### src/rtl/lb_row_sched.sv
// Row scheduler for the 3x3 convolution front end: steers the pixel-word stream
// into three rotating line buffers and flags when a full 3-row window is resident.
module lb_row_sched #(
    parameter int DATA_W = 32,
    parameter int WORDS  = 25,
    parameter int ROWS   = 25
) (
    input  logic              clk,
    input  logic              rst,
    input  logic              start,
    input  logic              in_valid,
    input  logic [DATA_W-1:0] in_data,
    output logic              in_ready,
    output logic [2:0]        lb_wr_en,
    output logic [DATA_W-1:0] lb_wr_data,
    output logic [1:0]        top,
    output logic              data_valid,
    input  logic              cons_done,
    output logic              frame_done
);

    localparam int WC_W = (WORDS > 1) ? $clog2(WORDS) : 1;
    localparam int RC_W = (ROWS > 1) ? $clog2(ROWS) : 1;
    localparam logic [WC_W-1:0] WORD_LAST = WC_W'(WORDS - 1);
    localparam logic [RC_W-1:0] ROW_END   = RC_W'(ROWS - 2);

    typedef enum logic [1:0] {
        IDLE  = 2'd0,
        PRIME = 2'd1,
        WAIT  = 2'd2,
        FILL  = 2'd3
    } state_t;

    state_t state, state_nxt;

    logic [WC_W-1:0]   word_cnt;
    logic [1:0]        line_cnt;
    logic [RC_W-1:0]   row_cnt;
    logic [RC_W-1:0]   row_cnt_inc;
    logic [1:0]        top_q;
    logic              accept;
    logic              word_last;
    logic              line_last;
    logic              row_end;
    logic              cons_take;

    logic [2:0]        wr_en_p1;
    logic [DATA_W-1:0] wr_data_p1;
    logic              win_done_p1;
    logic              data_valid_q;
    logic              frame_done_q;

    assign accept      = in_valid && in_ready;
    assign word_last   = (word_cnt == WORD_LAST);
    assign line_last   = (line_cnt == 2'd2);
    assign row_cnt_inc = row_cnt + 1'b1;
    assign row_end     = (row_cnt_inc == ROW_END);
    assign cons_take   = (state == WAIT) && cons_done;

    always_ff @(posedge clk or posedge rst) begin
        if (rst) begin
            state <= IDLE;
        end else begin
            state <= state_nxt;
        end
    end

    always_comb begin
        state_nxt = state;
        in_ready  = 1'b0;
        case (state)
            IDLE: begin
                if (start) state_nxt = PRIME;
            end
            PRIME: begin
                in_ready = 1'b1;
                if (accept && word_last && line_last) state_nxt = WAIT;
            end
            WAIT: begin
                if (cons_done) state_nxt = row_end ? IDLE : FILL;
            end
            FILL: begin
                in_ready = 1'b1;
                if (accept && word_last) state_nxt = WAIT;
            end
            default: state_nxt = IDLE;
        endcase
    end

    // Position counters; FILL reuses word_cnt and retires the oldest row by rotating top.
    always_ff @(posedge clk or posedge rst) begin
        if (rst) begin
            word_cnt <= '0;
            line_cnt <= 2'd0;
            row_cnt  <= '0;
            top_q    <= 2'd0;
        end else begin
            case (state)
                IDLE: begin
                    if (start) begin
                        word_cnt <= '0;
                        line_cnt <= 2'd0;
                        row_cnt  <= '0;
                        top_q    <= 2'd0;
                    end
                end
                PRIME: begin
                    if (accept) begin
                        if (word_last) begin
                            word_cnt <= '0;
                            line_cnt <= line_last ? 2'd0 : line_cnt + 2'd1;
                        end else begin
                            word_cnt <= word_cnt + 1'b1;
                        end
                    end
                end
                WAIT: begin
                    if (cons_done) row_cnt <= row_cnt_inc;
                end
                FILL: begin
                    if (accept) begin
                        if (word_last) begin
                            word_cnt <= '0;
                            top_q    <= (top_q == 2'd2) ? 2'd0 : top_q + 2'd1;
                        end else begin
                            word_cnt <= word_cnt + 1'b1;
                        end
                    end
                end
                default: ;
            endcase
        end
    end

    // Stage p1: registered write strobe and data, one cycle after acceptance
    always_ff @(posedge clk or posedge rst) begin
        if (rst) begin
            wr_en_p1    <= 3'b000;
            wr_data_p1  <= '0;
            win_done_p1 <= 1'b0;
        end else begin
            wr_en_p1    <= 3'b000;
            win_done_p1 <= accept && word_last && ((state == FILL) || line_last);
            if (accept) begin
                wr_en_p1   <= (state == FILL) ? (3'b001 << top_q) : (3'b001 << line_cnt);
                wr_data_p1 <= in_data;
            end
        end
    end

    // Stage p2: window flagged only after its last strobe has landed in the buffer
    always_ff @(posedge clk or posedge rst) begin
        if (rst) begin
            data_valid_q <= 1'b0;
            frame_done_q <= 1'b0;
        end else begin
            frame_done_q <= cons_take && row_end;
            if (cons_take) begin
                data_valid_q <= 1'b0;
            end else if (win_done_p1) begin
                data_valid_q <= 1'b1;
            end
        end
    end

    assign lb_wr_en   = wr_en_p1;
    assign lb_wr_data = wr_data_p1;
    assign top        = top_q;
    assign data_valid = data_valid_q;
    assign frame_done = frame_done_q;

endmodule

### config.mk
export PLATFORM = sky130hd
export DESIGN_NAME = lb_row_sched
export DESIGN_NICKNAME = d
export VERILOG_FILES = /design/src/rtl/lb_row_sched.sv
export SDC_FILE = /design/constraint.sdc
export NUM_CORES = 1
export LEC_CHECK = 0
export CAP_MARGIN = 20
export CELL_PAD_IN_SITES_DETAIL_PLACEMENT = 0
export CELL_PAD_IN_SITES_GLOBAL_PLACEMENT = 1
export CORE_MARGIN = 3
export CORE_UTILIZATION = 38
export DETAILED_ROUTE_END_ITERATION = 10
export HOLD_SLACK_MARGIN = 0.15
export PLACE_DENSITY_LB_ADDON = 0.1
export SYNTH_ARGS = -nofsm -noshare
export SYNTH_HDL_FRONTEND = slang
export SYNTH_SLANG_ARGS = --single-unit
### constraint.sdc
create_clock -name clk -period 2.6 [get_ports clk]
set_input_delay 0.26 -clock clk [delete_from_list [all_inputs] [get_ports clk]]
set_output_delay 0.26 -clock clk [all_outputs]
set_load 0.05 [all_outputs]
Word level (Yosys, flattened, before mapping)
Cells that the tools add are included.
Cells by class
  add/sub/neg operators: 4
  equal/unequal tests: 16
  shift-type cells: 2
  muxes and demuxes: 26
  reduce and logical (&&, ||, !) cells: 19
Operators with widths (number)
  2-bit two-way mux: 12
  5-bit two-way mux: 4
  5-bit case mux with 2 select lines: 2
  2-bit inequality test, second input constant: 8
  4-bit AND reduction: 3
  5-bit by 1-bit adder with 5-bit output, second input constant: 2
  5-bit equality test, second input constant: 2
  2-bit nonzero test: 5
  2-bit equality test, second input constant: 4
  2-bit case mux with 2 select lines: 2
  2-bit case mux with 4 select lines: 1
  1-bit logical AND: 6
  3-bit two-way mux: 2
  3-bit AND reduction: 2
  1-bit by 2-bit << shifter with 3-bit output, first input constant: 2
  2-bit by 1-bit adder with 2-bit output, second input constant: 2
  1-bit two-way mux: 3
  2-bit by 1-bit equality test with 1-bit output, second input constant: 1
  2-bit logical NOT: 1
  2-bit by 1-bit inequality test with 1-bit output, second input constant: 1
  2-bit OR reduction: 1
  1-bit logical OR: 1
Storage, ports and cells
  register bits: 54
  bits of input ports: 37
  output and inout port bits: 40
  logic and storage cells: 77

Logic depth before layout (Yosys ltp)
  word-level depth: 8
  mapped depth: 6
  gate-level depth less buffers: 6

Worst setup path before layout
OpenSTA, ideal clock, no wires.
  path type: register -> register
  from: reg word_cnt[0]
  to: reg line_cnt[0]
  library setup time: 0.064 ns
  arrival: 1.461 ns
  data required time: 2.536 ns
  slack: 1.075 ns
  cell stages (with the launch flop): 7
  path buffers: 0
  path through: dfrtp_1 inv_1 ha_1 nand4b_4 a221o_1 nor4b_2 a21o_1
On the way
  longest elaborated chain between the ends: 3
RTL lines
  from (decl): line 36  | logic [WC_W-1:0] word_cnt;
  from (signal assigned): line 113  | word_cnt <= word_cnt + 1'b1;
  from (signal assigned): line 126  | word_cnt <= word_cnt + 1'b1;
  5-bit equality test: line 54  | assign word_last = (word_cnt == WORD_LAST);
  2-bit inequality test (no line)
  4-bit AND reduction (no line)
  to (signal assigned): line 111  | line_cnt <= line_last ? 2'd0 : line_cnt + 2'd1;
  to (decl): line 37  | logic [1:0] line_cnt;
Every way passes these cells.
A chain may end at the register's enable or synchronous reset.

Worst setup path after layout
  from: reg state[0]
  to: out in_ready
On the way
  longest elaborated chain between the ends: 3
RTL lines
  from (decl): line 34  | state_t state, state_nxt;
  from (signal assigned): line 64  | state <= state_nxt;
  2-bit equality test or 2-bit by 1-bit equality test with 1-bit output (tied branches): line 71  | case (state)
  2-bit OR reduction (no line) (*)
  1-bit two-way mux (*): line 71
  to (decl): line 13  | output logic in_ready,
Mark *: on every way between the ends. The rest lies on a longest branch, timed or not.

==> run metrics <==
# IOs just under 80; # diodes 0; Worst setup startpoint state[0]; Yosys reg bits 54; largest net degree at the start of global routing 55; area leader, netlist dfrtp_1; # rows 28; die height around 85 um; core footprint roughly 6000 sq um; most common cell in the netlist dfrtp_1; fraction of synthesized area in multiplexers 0.1559; clk buf depth 2; post-synthesis compound-gate area fraction 0.1022; CP max stage delay between 0.8 and 0.9 ns; DR top layer met4; fin util 0.5562; routed length on met3 294 um; Final Max Slew Viols 0; I/O Buffers 76; Avg Inst Size Synth around 12 sq um; Synth top area share 0.5687; WP data arrival 1.77 ns; setup tns final 0 ns; Hold WS roughly 0.3 ns; # H-tree levels 2; hold violation total from the final report 0; CTS root buffer clkbuf_8; CTS Buf Count 5; CP max stage cell clkdlybuf4s50_1; met1 wire length about 2100 um; die footprint between 7000 and 8000 sq um; critical path class reg -> out; layout cells sized above 1 0.1758; endpoint required time on the critical path between 2 and 2.5 ns; Tmin final roughly 2 ns; # nets final approximately 310; Post-Synth XOR/XNOR Area 0.003686; DP HPWL around 3500 um; Post-Synth Simple-Gate Area 0.1180; CP delay by family, top buffers and inverters; vias in the first global route 1789; GPL Wtd Cong 0.7631; Synth Flop Type dfrtp_1; peak supply drop around 0.00038 V; RSZ-0062 raised after global routing false; met2 wire length 2488 um; Slew headroom 0.6448; WP buf/inv 1; library cells used by synthesis 40; Initial DRC Count 86; final period utilization 0.7812; Synth Cell Area 2376 sq um; Post-CTS Setup Inserts 0; Syn. warnings 0; post-CTS sizing 0; Initial Utilization 0.3966; clock transition at the registers of the reported paths approximately 0.1 ns; Sink Count 54; Post-Synth Adder-Cell Area 0.02106; CTS tree done; f_max approximately 490 MHz; final worst slack about 0.57 ns; Async SR Flop Fraction 1.000; Via Count between 1500 and 2000; CP cell instances clkdlybuf4s50_1; Die X approximately 85 um; post-DR wirelength/cell ~14 um; EDFF count, synth 0; status finished, final reports clean; gr usage total 0.1470; Setup crit end kind primary output; antenna-violating nets left 0; Slew @ Worst Pin roughly 0.53 ns; Pre-Repair DR Iteration Count 5; initial antenna violation count 0; Leakage approximately 1.4 nW; DP Worst Slack ~0.58 ns; Vias/cell 4.971; final wirelength just under 5000 um; Max Fanout on Critical Path 12; post-route insts no fill between 300 and 400; synth-to-layout area growth 40.23%; Post-route DRC 0; total global routing overflow 0; number of hold buffers added after CTS 0; synthesized net count ~240; Post-synth top cells dfrtp_1 (54), mux2_2 (32), nand2_1 (15); Worst Hold Class in -> async; Post-Place Cells 340; final clock skew 0.008297 ns; fill cell count ~530; Max Cap Violations 0; clk_lat worst skew around 0.31 ns; R2R depth 4; sequential fraction of the synthesis area 0.5687; Worst R2R Start state[0]; Final Setup Violations 0; main combinational cell family by area after synthesis multiplexers; first-pass GRT wire length 8487 um; most area-consuming cells after synthesis dfrtp_1 (57%), mux2_2 (15%), nand2_1 (2.4%), a21oi_1 (2.3%), ha_1 (2.1%); PD cells slightly below 800 nW/um^2; post-synthesis cell count 194; Levels on crit path 1; Critical Path Start Type flop
==> power by group <==
part           total, mW  switching (mW)  internal [mW]  leakage, nW
combinational      0.989           0.578          0.411        0.691
sequential          1.15           0.148          0.999        0.648
clock              0.499           0.279          0.220       0.0514
total               2.63            1.01           1.63         1.39
==> path summary, 6_finish.rpt <==
check,endpoint,slack [ns]
setup / recovery,in_ready,0.57
hold / removal,lb_wr_data[12],0.30
setup reg to reg,word_cnt[3],0.75
max in group asynchronous,word_cnt[1],2.06
hold reg to reg,data_valid,0.50
min in group clk,data_valid,0.50
==> cells in the final DEF, fill, tap and decap left out, types with 3 or more instances in the layout <==
cell and n:
clkbuf_8 6, nand3_1 4, nor2_1 7, mux2_2 32, dfrtp_1 54, nand2_1 15, nor3_1 3, nor3b_1 3
clkdlybuf4s50_1 76, ha_1 4, nand2b_1 4, o21ai_0 9, a21oi_1 11, inv_1 6
==> layout make-up <==
class	instances	area (sq um)	area share
repair buffers	79	808.3	0.2426
flip-flops and latches	54	1351	0.4056
well taps	75	93.84	0.02816
clock inverters	2	17.52	0.005257
clock buffers	6	82.58	0.02478
multi-input cells	125	952.2	0.2858
inverters	7	26.28	0.007886
==> layer usage <==
layer  up-vias  track usage
met3         6      0.03689
li1        844            -
met2        46       0.2394
met5         -            0
met4         0      0.05612
met1       834       0.1887
==> cell families after synthesis <==
logic type / Yosys count
mux: 33
xor+xnor: 1
fa+ha+maj: 4
buf+inv: 15
simple gates: 49
flops: 54
compound gates: 38
==> stage by stage <==
step | power, mW | instance area, sq um
floorplan | 1.813 | 2376
global placement | 2.158 | 3232
detailed placement | 2.165 | 3232
CTS | 2.678 | 3332
global route | 2.809 | 3332
finish | 2.635 | 3332
==> worst min-delay path, stage by stage <==
cell	delay [ns]
clkdlybuf4s50_1	0.41
inv_2	0.07
buf_12	0.27
==> flip-flops by register name, summed over array words and instances, names as in the netlist <==
name,cells
lb_wr_en,3
win_done_p1,1
word_cnt,5
top,2
row_cnt,5
frame_done,1
state,2
lb_wr_data,32
line_cnt,2
data_valid,1
No activity file was read; power rests on OpenSTA's default activity.
==> variant, RTL diff (config.mk and constraints unchanged) <==
The 4 states of `state_t` get a one-hot encoding in 4 bits.
--- a/src/rtl/lb_row_sched.sv
+++ b/src/rtl/lb_row_sched.sv
@@ -24,11 +24,11 @@
     localparam logic [WC_W-1:0] WORD_LAST = WC_W'(WORDS - 1);
     localparam logic [RC_W-1:0] ROW_END   = RC_W'(ROWS - 2);
 
-    typedef enum logic [1:0] {
-        IDLE  = 2'd0,
-        PRIME = 2'd1,
-        WAIT  = 2'd2,
-        FILL  = 2'd3
+    typedef enum logic [3:0] {
+        IDLE  = 4'b0001,
+        PRIME = 4'b0010,
+        WAIT  = 4'b0100,
+        FILL  = 4'b1000
     } state_t;
 
     state_t state, state_nxt;
Behaviour: no difference found for any inputs over 10 cycles, from zero or initial values and one cycle with rst high; not proved beyond that.
==> variant against the original RTL <==
Synthesized area up 16%. Worst hold slack improved by 12 ps. Sequential cell count grew 2. Setup slack worse by 120 ps. Critical path type unchanged. Largest cell class unchanged. Final area grew 12%. Register-to-register slack worse by 160 ps. Routed wire length increased by 27%.
Power is not compared: it rests on default switching activity, and its combinational part moved more than twofold at a synthesized area within 25%.
==> variant: results (changes against the original RTL) <==
Status
  – Status: finished clean

Synthesis
  – Distinct cell type count after synthesis: 50 (+25%)
  – Synth top cells by count: dfrtp_1, mux2_4, nand2_1
  – Syn Inst Count: 226 (+16%)
  – Post-synthesis mux area share: 18.55% (+3.0 points)
  – Post-synthesis sequential area ratio: 50.72% (-6.1 points)
  – Post-synthesis net count: 267 (+14%)
  – Synth Area in Compound Gates: 10.59% (+0.37 points)
  – Synth area leaders: dfrtp_1, mux2_4, mux2_2
  – Synth Area in XOR/XNOR: 0.6335% (+0.26 points)
  – Post-Synth Adder-Cell Area: 1.810% (-0.30 points)

GRT
  – GR Util met2: 24.34% (+0.40 points)
  – Largest net degree at the start of global routing: 26 (-53%)
  – Vias in the first global route: 1954 (+9.2%)
  – First-pass GRT wire length: 10270 µm (+21%)
  – Total Routing Usage GR: 15.21% (+0.51 points)
  – Routing usage on met3: 3.065% (-0.62 points)

Drt
  – DRT Pass-1 Iters: 4 (-1)
  – WL met1: 2916 µm (+40%)
  – Wire length per cell: 15.53 µm (+9.9%)
  – WL met2: 3013 µm (+21%)
  – Initial DRC count: 69 (-20%)
  – Met3 WL: 256 µm (-13%)

Layout
  – Cell Count, Final, Fillers Out: 402 (+16%)
  – Nets: 347 (+11%)
  – Layout fillers: 641 (+20%)

Worst setup path
  – Critical Path Max Stage Delay: 580 ps (-300 ps)
  – Critical path peak fanout: 11 (-1)
  – Reg2reg end: state[3]$_DFFE_PP0P_
  – Reg2reg start: state[2]$_DFFE_PP0P_
  – Flop2flop setup slack: 590 ps (-160 ps)
  – CP max stage cell: dfrtp_1

Place
  – Placed inst area: 0.003636 mm² (+13%)
  – Placer Congestion: 0.7579 (-0.68%)
  – Setup WS pre-CTS: 379.4 ps (-197.4 ps)

STA
  – Worst Tran Pin Value: 545.2 ps (+14.07 ps)
  – Clock Skews: 5.335 ps (-2.961 ps)
  – Final period utilization: 82.65% (+4.5 points)
==> variant: changes by cell type after synthesis, moves of 3 or more <==
cell / delta
a21oi_1: -4
a31oi_1: +9
mux2_2: -24
mux2_4: +24
mux2i_1: +3
nor2b_1: +7
nor3b_1: -3
o21ai_0: +4
==> variant: layout make-up <==
class | count | area [µm²] | area share, %
clock buffers | 6 | 82.58 | 2.214
multi-input cells | 153 | 1269 | 34.02
inverters | 9 | 33.78 | 0.9057
clock inverters | 1 | 8.758 | 0.2348
flip-flops and latches | 56 | 1403 | 37.60
repair buffers | 81 | 813.3 | 21.80
well taps | 96 | 120.1 | 3.220
==> variant: worst max-delay path: cells and delay by family, from the launching register on <==
family                    cells  cell delay (ps)
xor gates and xnor gates      1              170
buffers and inverters         1              480
DFF                           1              580
and+or+nand+nor               1              350
==> variant: what timing repair did <==
action	CTS	global route
resized for setup	0	1
endpoints found under the hold margin	0	0
setup endpoints to repair	0	1
